<file path="src/rtl/chan_ctrl_pkg.sv">
// rtl/chan_ctrl_pkg.sv - shared types, LFSR constants and reset-default config for the channel state controller
package chan_ctrl_pkg;

   typedef enum logic [1:0] {
      ST_IDLE = 2'd0,
      ST_GOOD = 2'd1,
      ST_BAD  = 2'd2
   } chan_state_e;

   localparam logic [15:0] LFSR_POLY     = 16'hB400;
   localparam logic [15:0] LFSR_SEED     = 16'hACE1;
   localparam logic [15:0] DEF_P_GB      = 16'h0148;
   localparam logic [15:0] DEF_P_BG      = 16'h1999;
   localparam int          DEF_MIN_DWELL = 1;

   // Right-shifting Galois step for x^16+x^14+x^13+x^11+1
   function automatic logic [15:0] lfsr_next(input logic [15:0] s);
      return {1'b0, s[15:1]} ^ (s[0] ? LFSR_POLY : 16'h0000);
   endfunction

endpackage

</file>
<file path="src/rtl/channel_state_controller_if.sv">
// rtl/channel_state_controller_if.sv - symbol, config and statistics bus of the channel state controller
interface channel_state_controller_if #(
   parameter int DWELL_W = 8,
   parameter int CNT_W   = 16
);
   logic               enable;
   logic               sym_valid;
   logic               cfg_valid;
   logic               cfg_ready;
   logic [15:0]        cfg_p_gb;
   logic [15:0]        cfg_p_bg;
   logic [DWELL_W-1:0] cfg_min_dwell;
   logic               clear_stats;
   logic               chan_state;
   logic               state_change;
   logic [CNT_W-1:0]   bad_sym_count;
   logic [CNT_W-1:0]   burst_count;

   modport master (
      output enable, sym_valid, cfg_valid, cfg_p_gb, cfg_p_bg, cfg_min_dwell, clear_stats,
      input  cfg_ready, chan_state, state_change, bad_sym_count, burst_count
   );

   modport slave (
      input  enable, sym_valid, cfg_valid, cfg_p_gb, cfg_p_bg, cfg_min_dwell, clear_stats,
      output cfg_ready, chan_state, state_change, bad_sym_count, burst_count
   );
endinterface

</file>
<file path="src/rtl/chan_lfsr16.sv">
// rtl/chan_lfsr16.sv - 16-bit Galois LFSR with advance enable, async reset to the seed
module chan_lfsr16
   import chan_ctrl_pkg::*;
(
   input  logic        clk,
   input  logic        reset,
   input  logic        adv_i,
   output logic [15:0] state_o
);

   logic [15:0] lfsr_q;

   always_ff @(posedge clk or posedge reset) begin
      if (reset) begin
         lfsr_q <= LFSR_SEED;
      end else if (adv_i) begin
         lfsr_q <= lfsr_next(lfsr_q);
      end
   end

   assign state_o = lfsr_q;

endmodule

</file>
<file path="src/rtl/channel_state_controller.sv">
// rtl/channel_state_controller.sv - Gilbert-Elliott good/bad channel scheduler with burst statistics
// Optional macro CHAN_FORCE_EN adds force_en/force_bad ports that override chan_state.
module channel_state_controller
   import chan_ctrl_pkg::*;
#(
   parameter int DWELL_W = 8,
   parameter int CNT_W   = 16
) (
   input  logic clk,
   input  logic reset,
`ifdef CHAN_FORCE_EN
   input  logic force_en,
   input  logic force_bad,
`endif
   channel_state_controller_if.slave bus
);

   chan_state_e        state_q, state_d;
   logic [DWELL_W-1:0] dwell_q, dwell_d, dwell_inc;
   logic               change_q, change_d;
   logic [15:0]        p_gb_q, p_bg_q, thr;
   logic [DWELL_W-1:0] min_dwell_q;
   logic [CNT_W-1:0]   bad_cnt_q, burst_cnt_q;
   logic [15:0]        lfsr;
   logic               forced, bad_now, run_sym, fsm_sym, take;

`ifdef CHAN_FORCE_EN
   assign forced  = force_en;
   assign bad_now = force_en ? force_bad : (state_q == ST_BAD);
`else
   assign forced  = 1'b0;
   assign bad_now = (state_q == ST_BAD);
`endif

   assign run_sym   = bus.enable && bus.sym_valid && (state_q != ST_IDLE);
   assign fsm_sym   = run_sym && !forced;
   assign dwell_inc = (dwell_q == {DWELL_W{1'b1}}) ? dwell_q : dwell_q + DWELL_W'(1);
   assign thr       = (state_q == ST_BAD) ? p_bg_q : p_gb_q;
   // Decision uses the LFSR value before this symbol's advance
   assign take      = (dwell_inc >= min_dwell_q) && (lfsr <= thr);

   chan_lfsr16 u_lfsr (
      .clk     (clk),
      .reset   (reset),
      .adv_i   (fsm_sym),
      .state_o (lfsr)
   );

   always_comb begin
      state_d  = state_q;
      dwell_d  = dwell_q;
      change_d = 1'b0;
      if (!bus.enable) begin
         state_d = ST_IDLE;
         dwell_d = '0;
      end else begin
         case (state_q)
            ST_IDLE: begin
               state_d = ST_GOOD;
               dwell_d = '0;
            end
            ST_GOOD, ST_BAD: begin
               if (fsm_sym) begin
                  if (take) begin
                     state_d  = (state_q == ST_GOOD) ? ST_BAD : ST_GOOD;
                     dwell_d  = '0;
                     change_d = 1'b1;
                  end else begin
                     dwell_d = dwell_inc;
                  end
               end
            end
            default: begin
               state_d = ST_IDLE;
               dwell_d = '0;
            end
         endcase
      end
   end

   always_ff @(posedge clk or posedge reset) begin
      if (reset) begin
         state_q  <= ST_IDLE;
         dwell_q  <= '0;
         change_q <= 1'b0;
      end else begin
         state_q  <= state_d;
         dwell_q  <= dwell_d;
         change_q <= change_d;
      end
   end

   always_ff @(posedge clk or posedge reset) begin
      if (reset) begin
         p_gb_q      <= DEF_P_GB;
         p_bg_q      <= DEF_P_BG;
         min_dwell_q <= DWELL_W'(DEF_MIN_DWELL);
      end else if (bus.cfg_valid && (state_q == ST_IDLE)) begin
         p_gb_q      <= bus.cfg_p_gb;
         p_bg_q      <= bus.cfg_p_bg;
         min_dwell_q <= bus.cfg_min_dwell;
      end
   end

   // Clear wins over a same-cycle increment; both counters stick at all-ones
   always_ff @(posedge clk or posedge reset) begin
      if (reset) begin
         bad_cnt_q   <= '0;
         burst_cnt_q <= '0;
      end else if (bus.clear_stats) begin
         bad_cnt_q   <= '0;
         burst_cnt_q <= '0;
      end else begin
         if (run_sym && bad_now && (bad_cnt_q != {CNT_W{1'b1}})) begin
            bad_cnt_q <= bad_cnt_q + CNT_W'(1);
         end
         if (change_d && (state_q == ST_GOOD) && (burst_cnt_q != {CNT_W{1'b1}})) begin
            burst_cnt_q <= burst_cnt_q + CNT_W'(1);
         end
      end
   end

   assign bus.cfg_ready     = (state_q == ST_IDLE);
   assign bus.chan_state    = !bad_now;
   assign bus.state_change  = change_q;
   assign bus.bad_sym_count = bad_cnt_q;
   assign bus.burst_count   = burst_cnt_q;

endmodule

</file>
<file path="src/flat_wrapper.sv">
// flat-port wrapper written by rule: the top's interface ports become plain ports
module channel_state_controller_flat import chan_ctrl_pkg::*;
#(
   parameter int DWELL_W = 8,
   parameter int CNT_W   = 16
)
  (clk, reset, bus_enable, bus_sym_valid, bus_cfg_valid, bus_cfg_p_gb, bus_cfg_p_bg, bus_cfg_min_dwell, bus_clear_stats, bus_cfg_ready, bus_chan_state, bus_state_change, bus_bad_sym_count, bus_burst_count);
  channel_state_controller_if #(.DWELL_W(DWELL_W), .CNT_W(CNT_W)) bus_i ();
  input  logic clk;
  input  logic reset;
  input wire logic [$bits(bus_i.enable)-1:0] bus_enable;
  input wire logic [$bits(bus_i.sym_valid)-1:0] bus_sym_valid;
  input wire logic [$bits(bus_i.cfg_valid)-1:0] bus_cfg_valid;
  input wire logic [$bits(bus_i.cfg_p_gb)-1:0] bus_cfg_p_gb;
  input wire logic [$bits(bus_i.cfg_p_bg)-1:0] bus_cfg_p_bg;
  input wire logic [$bits(bus_i.cfg_min_dwell)-1:0] bus_cfg_min_dwell;
  input wire logic [$bits(bus_i.clear_stats)-1:0] bus_clear_stats;
  output wire logic [$bits(bus_i.cfg_ready)-1:0] bus_cfg_ready;
  output wire logic [$bits(bus_i.chan_state)-1:0] bus_chan_state;
  output wire logic [$bits(bus_i.state_change)-1:0] bus_state_change;
  output wire logic [$bits(bus_i.bad_sym_count)-1:0] bus_bad_sym_count;
  output wire logic [$bits(bus_i.burst_count)-1:0] bus_burst_count;
  assign bus_i.enable = bus_enable;
  assign bus_i.sym_valid = bus_sym_valid;
  assign bus_i.cfg_valid = bus_cfg_valid;
  assign bus_i.cfg_p_gb = bus_cfg_p_gb;
  assign bus_i.cfg_p_bg = bus_cfg_p_bg;
  assign bus_i.cfg_min_dwell = bus_cfg_min_dwell;
  assign bus_i.clear_stats = bus_clear_stats;
  assign bus_cfg_ready = bus_i.cfg_ready;
  assign bus_chan_state = bus_i.chan_state;
  assign bus_state_change = bus_i.state_change;
  assign bus_bad_sym_count = bus_i.bad_sym_count;
  assign bus_burst_count = bus_i.burst_count;
  channel_state_controller #(.DWELL_W(DWELL_W), .CNT_W(CNT_W)) u_core (.clk(clk), .reset(reset), .bus(bus_i));
endmodule
</file>
<file path="config.mk">
export PLATFORM = sky130hd
export DESIGN_NAME = channel_state_controller_flat
export DESIGN_NICKNAME = d
export VERILOG_FILES = /design/src/rtl/chan_ctrl_pkg.sv /design/src/rtl/channel_state_controller_if.sv /design/src/rtl/chan_lfsr16.sv /design/src/rtl/channel_state_controller.sv /design/src/flat_wrapper.sv
export SDC_FILE = /design/constraint.sdc
export NUM_CORES = 1
export LEC_CHECK = 0
export ABC_AREA = 0
export CAP_MARGIN = 20
export CORE_MARGIN = 4
export CORE_UTILIZATION = 46
export CTS_CLUSTER_SIZE = 28
export DETAILED_ROUTE_END_ITERATION = 10
export GPL_ROUTABILITY_DRIVEN = 0
export PLACE_DENSITY = 0.75
export SKIP_CTS_REPAIR_TIMING = 1
export SYNTH_ARGS = -nofsm -noshare
export SYNTH_HDL_FRONTEND = slang
export SYNTH_SLANG_ARGS = --single-unit
</file>
<file path="constraint.sdc">
create_clock -name clk -period 5.2 [get_ports clk]
set_input_delay 0.78 -clock clk [delete_from_list [all_inputs] [get_ports clk]]
set_output_delay 0.78 -clock clk [all_outputs]
set_load 0.01 [all_outputs]
</file>
==> results.yml <==
route:
  drtIter0Drc: 181
  drtPass1Iterations: 4
  postRouteAntennaNets: 0
  dr_total_vias: 4058
  drt-wirelength-per-cell_um: 15.28
  viasPerCell: 5.514
  routed_wl_mm: 11.25
  route.detailed.drc: 0
worst_setup_path:
  critPathCaptureType: "register"
  startpoint: "u_core.dwell_q[0]$_DFFE_PP0P_"
  path_class: "reg -> reg"
  worstPathArrival_ns: 4.11
  cp_max_fo: 18
  r2r_start: "u_core.dwell_q[0]$_DFFE_PP0P_"
  critPathLaunchType: "register"
  required_ns: 5.46
  rrSetupSlack_ns: 1.36
power:
  comb_power_share_pct: 32.4
  p_seq_share_pct: 42.8
  intPower_mw: 1.838
  p_per_area_nw_per_um2: 412.9
  p_sw_mw: 0.8818
  ir_worst_vdd_mv: 0.2457
  swShare_pct: 32.42
  p_clk_share_pct: 24.8
  p_leak_nw: 2.887
clock_tree:
  cts_max_level: 3
  cts-root-buf: "clkbuf_16"
  cts_sinks: 99
  clock_latency_ns: 0.34
  clk_path_buf_depth: 2
  cts_buffers: 9
  cts_tree: "done"
  clk_pin_slew_worst_paths_ns: 0.07
floorplanning:
  chipHeight_um: 115.9
  die_area_um2: 13430
  core_um2: 11420
  initial_core_util_pct: 46.90
  io_pins: 81
  die_w_um: 115.9
  rows: 39
timing:
  setup_viol: 0
  fin_hold_ws_ns: 0.4777
  min_period_ns: 3.841
  slew-limit-headroom_pct: 29.81
  hold_violations: 0
  fin_worst_skew_ns: 0.005512
  fmax_mhz: 260.3
  drv_slew: 0
  worst_pin_slew_ns: 1.053
  rsz0062_at_grt: "no"
  post-route-period-util_pct: 73.87
  setup_tns_ns: 0
placed_design:
  dpl.cell_count: 719
  port_buffers: 80
  dp_hpwl_mm: 8.084
  placed_area_um2: 6277
finish:
  drive_gt1_share_pct: 15.68
  layout.nets: 667
  design_area_um2: 6588
  post-route-util_pct: 57.69
  syn_to_final_growth_pct: 23.01
  fin_cells: 736
  diodes: 0
synth:
  ys_seq_area_share_pct: 46.71
  async_flop_share_pct: 100.0
  synth_seq_cells: 99
  synthCells: 514
  synth_edf_count: 0
  yosysUniqueCellTypes: 47
  avgSynthCellArea_um2: 10.42
  synth_nets: 593
  yosys_warnings: 0
  synth_ff_type: "dfrtp_1"
  synthesis.area_um2: 5355
global_route:
  grt_overflow: 0
  grt_usage_pct: 17.62
  antenna_found_initial: 0
  first_global_vias: 4218
  grt_pass1_wl_mm: 19.11
  grt_max_degree: 61
hold_path:
  worstHoldPathType: "reg -> reg"
  min_from: "u_core.u_lfsr.state_o[7]$_DFFE_PP1P_"
flow_run:
  max-cap-violations: 0
outcome:
  run_status: "finished clean"
-- final timing paths --
path                                                       endpoint  depth (start not counted)
max                           u_core.bus.burst_count[9]$_DFFE_PP0P_                         12
min                            u_core.u_lfsr.state_o[7]$_DFFE_PP1P_                          2
max reg2reg                   u_core.bus.burst_count[9]$_DFFE_PP0P_                         12
min reg2reg                    u_core.u_lfsr.state_o[7]$_DFFE_PP1P_                          2
max in group asynchronous             u_core.p_bg_q[12]$_DFFE_PP1P_                          3
min in group asynchronous  u_core.bus.bad_sym_count[11]$_DFFE_PP0P_                          2
-- routing by layer --
metal  track usage [%]  part of all wire (%)
met2             30.07                    51
met1             21.70                    43
met3             3.133                   4.0
met4             8.275                   2.2
met5                 0                     0
-- cells in the mapped netlist, types with 3 or more instances --
cell type | number | area (um2)
xnor2_1 | 9 | 78.83
and3_1 | 14 | 87.58
or2_2 | 3 | 18.77
nand4_1 | 10 | 62.56
o211ai_1 | 3 | 22.52
nand2_1 | 65 | 244.0
nor2_1 | 35 | 131.4
mux2i_1 | 18 | 180.2
and2_1 | 4 | 25.02
o21ai_0 | 11 | 55.05
a21o_1 | 7 | 52.55
a32o_1 | 3 | 30.03
clkbuf_1 | 20 | 75.07
ha_1 | 33 | 412.9
or4_1 | 9 | 67.56
nor4_1 | 5 | 31.28
dfrtp_1 | 80 | 2002
xor2_1 | 10 | 87.58
dfstp_2 | 19 | 499.2
a21oi_1 | 19 | 95.09
inv_1 | 22 | 82.58
o21a_1 | 3 | 22.52
nor2b_1 | 5 | 31.28
and4_1 | 7 | 61.31
nor3_1 | 4 | 20.02
o31ai_1 | 11 | 82.58
mux2_2 | 46 | 518.0
nand3_1 | 17 | 85.08
-- state kept, by name (all words and copies together), names as in the netlist --
signal and flops:
u_core.bus.bad_sym_count 16, u_core.bus.burst_count 16, u_core.bus.state_change 1, u_core.dwell_q 8, u_core.min_dwell_q 8, u_core.p_bg_q 16, u_core.p_gb_q 16, u_core.state_q 2
u_core.u_lfsr.state_o 16
-- power groups by stage --
stage	Clock, mW	Sequential (mW)	Combinational [mW]
6_report	0.676	1.16	0.881
5_1_grt	0.718	1.19	1.00
4_1_cts	0.691	1.16	0.893
3_5_place_dp	0	1.18	0.886
3_3_place_gp	0	1.17	0.849
2_1_floorplan	0	1.13	0.703
-- critical path, stage by stage (launching register included) --
cell and delay [ns]:
dfrtp_1 0.41, ha_1 0.29, nand4_1 0.33, and4_1 0.34, nor2b_1 0.14, or2_2 0.28
ha_1 0.27, o21ai_0 0.10, a221oi_2 0.47, o21ai_1 0.24, buf_4 0.25, or4_1 0.49
a21oi_1 0.16
-- kinds of logic after synthesis --
logic type	Yosys count	synth area share [%]
compound gates	73	9.439
buf+inv	44	3.224
mux	64	13.04
flops	99	46.71
simple gates	182	16.78
fa+ha+maj	33	7.710
xor+xnor	19	3.107
-- stage by stage --
step	setup slack (ns)	total power, mW
global route	1.039	2.911
finish	1.359	2.720
CTS	1.216	2.748
floorplan	1.305	1.833
global placement	1.455	2.017
detailed placement	1.232	2.064
-- cell type report --
| class | instances | area, um2 |
|---|---|---|
| Timing Repair Buffer | 85 | 838.3 |
| Inverter | 22 | 85.08 |
| Multi-Input combinational cell | 371 | 2681 |
| Clock buffer | 10 | 239.0 |
| Clock inverter | 6 | 63.81 |
| Fill cell | 1008 | 4831 |
| Sequential cell | 99 | 2501 |
| Tap cell | 143 | 178.9 |
-- cells in the final DEF (no fill, tap or decap), types with 9 or more instances in the layout --
| cell | count |
|---|---|
| a21oi_1 | 19 |
| and3_1 | 14 |
| clkbuf_16 | 9 |
| clkdlybuf4s50_1 | 80 |
| dfrtp_1 | 80 |
| dfstp_2 | 19 |
| ha_1 | 33 |
| inv_1 | 21 |
| mux2_2 | 46 |
| mux2i_1 | 18 |
| nand2_1 | 65 |
| nand3_1 | 17 |
| nand4_1 | 10 |
| nor2_1 | 35 |
| o21ai_0 | 10 |
| o31ai_1 | 11 |
| or4_1 | 9 |
| xnor2_1 | 9 |
| xor2_1 | 10 |
Power figures use the tool's default switching activity.
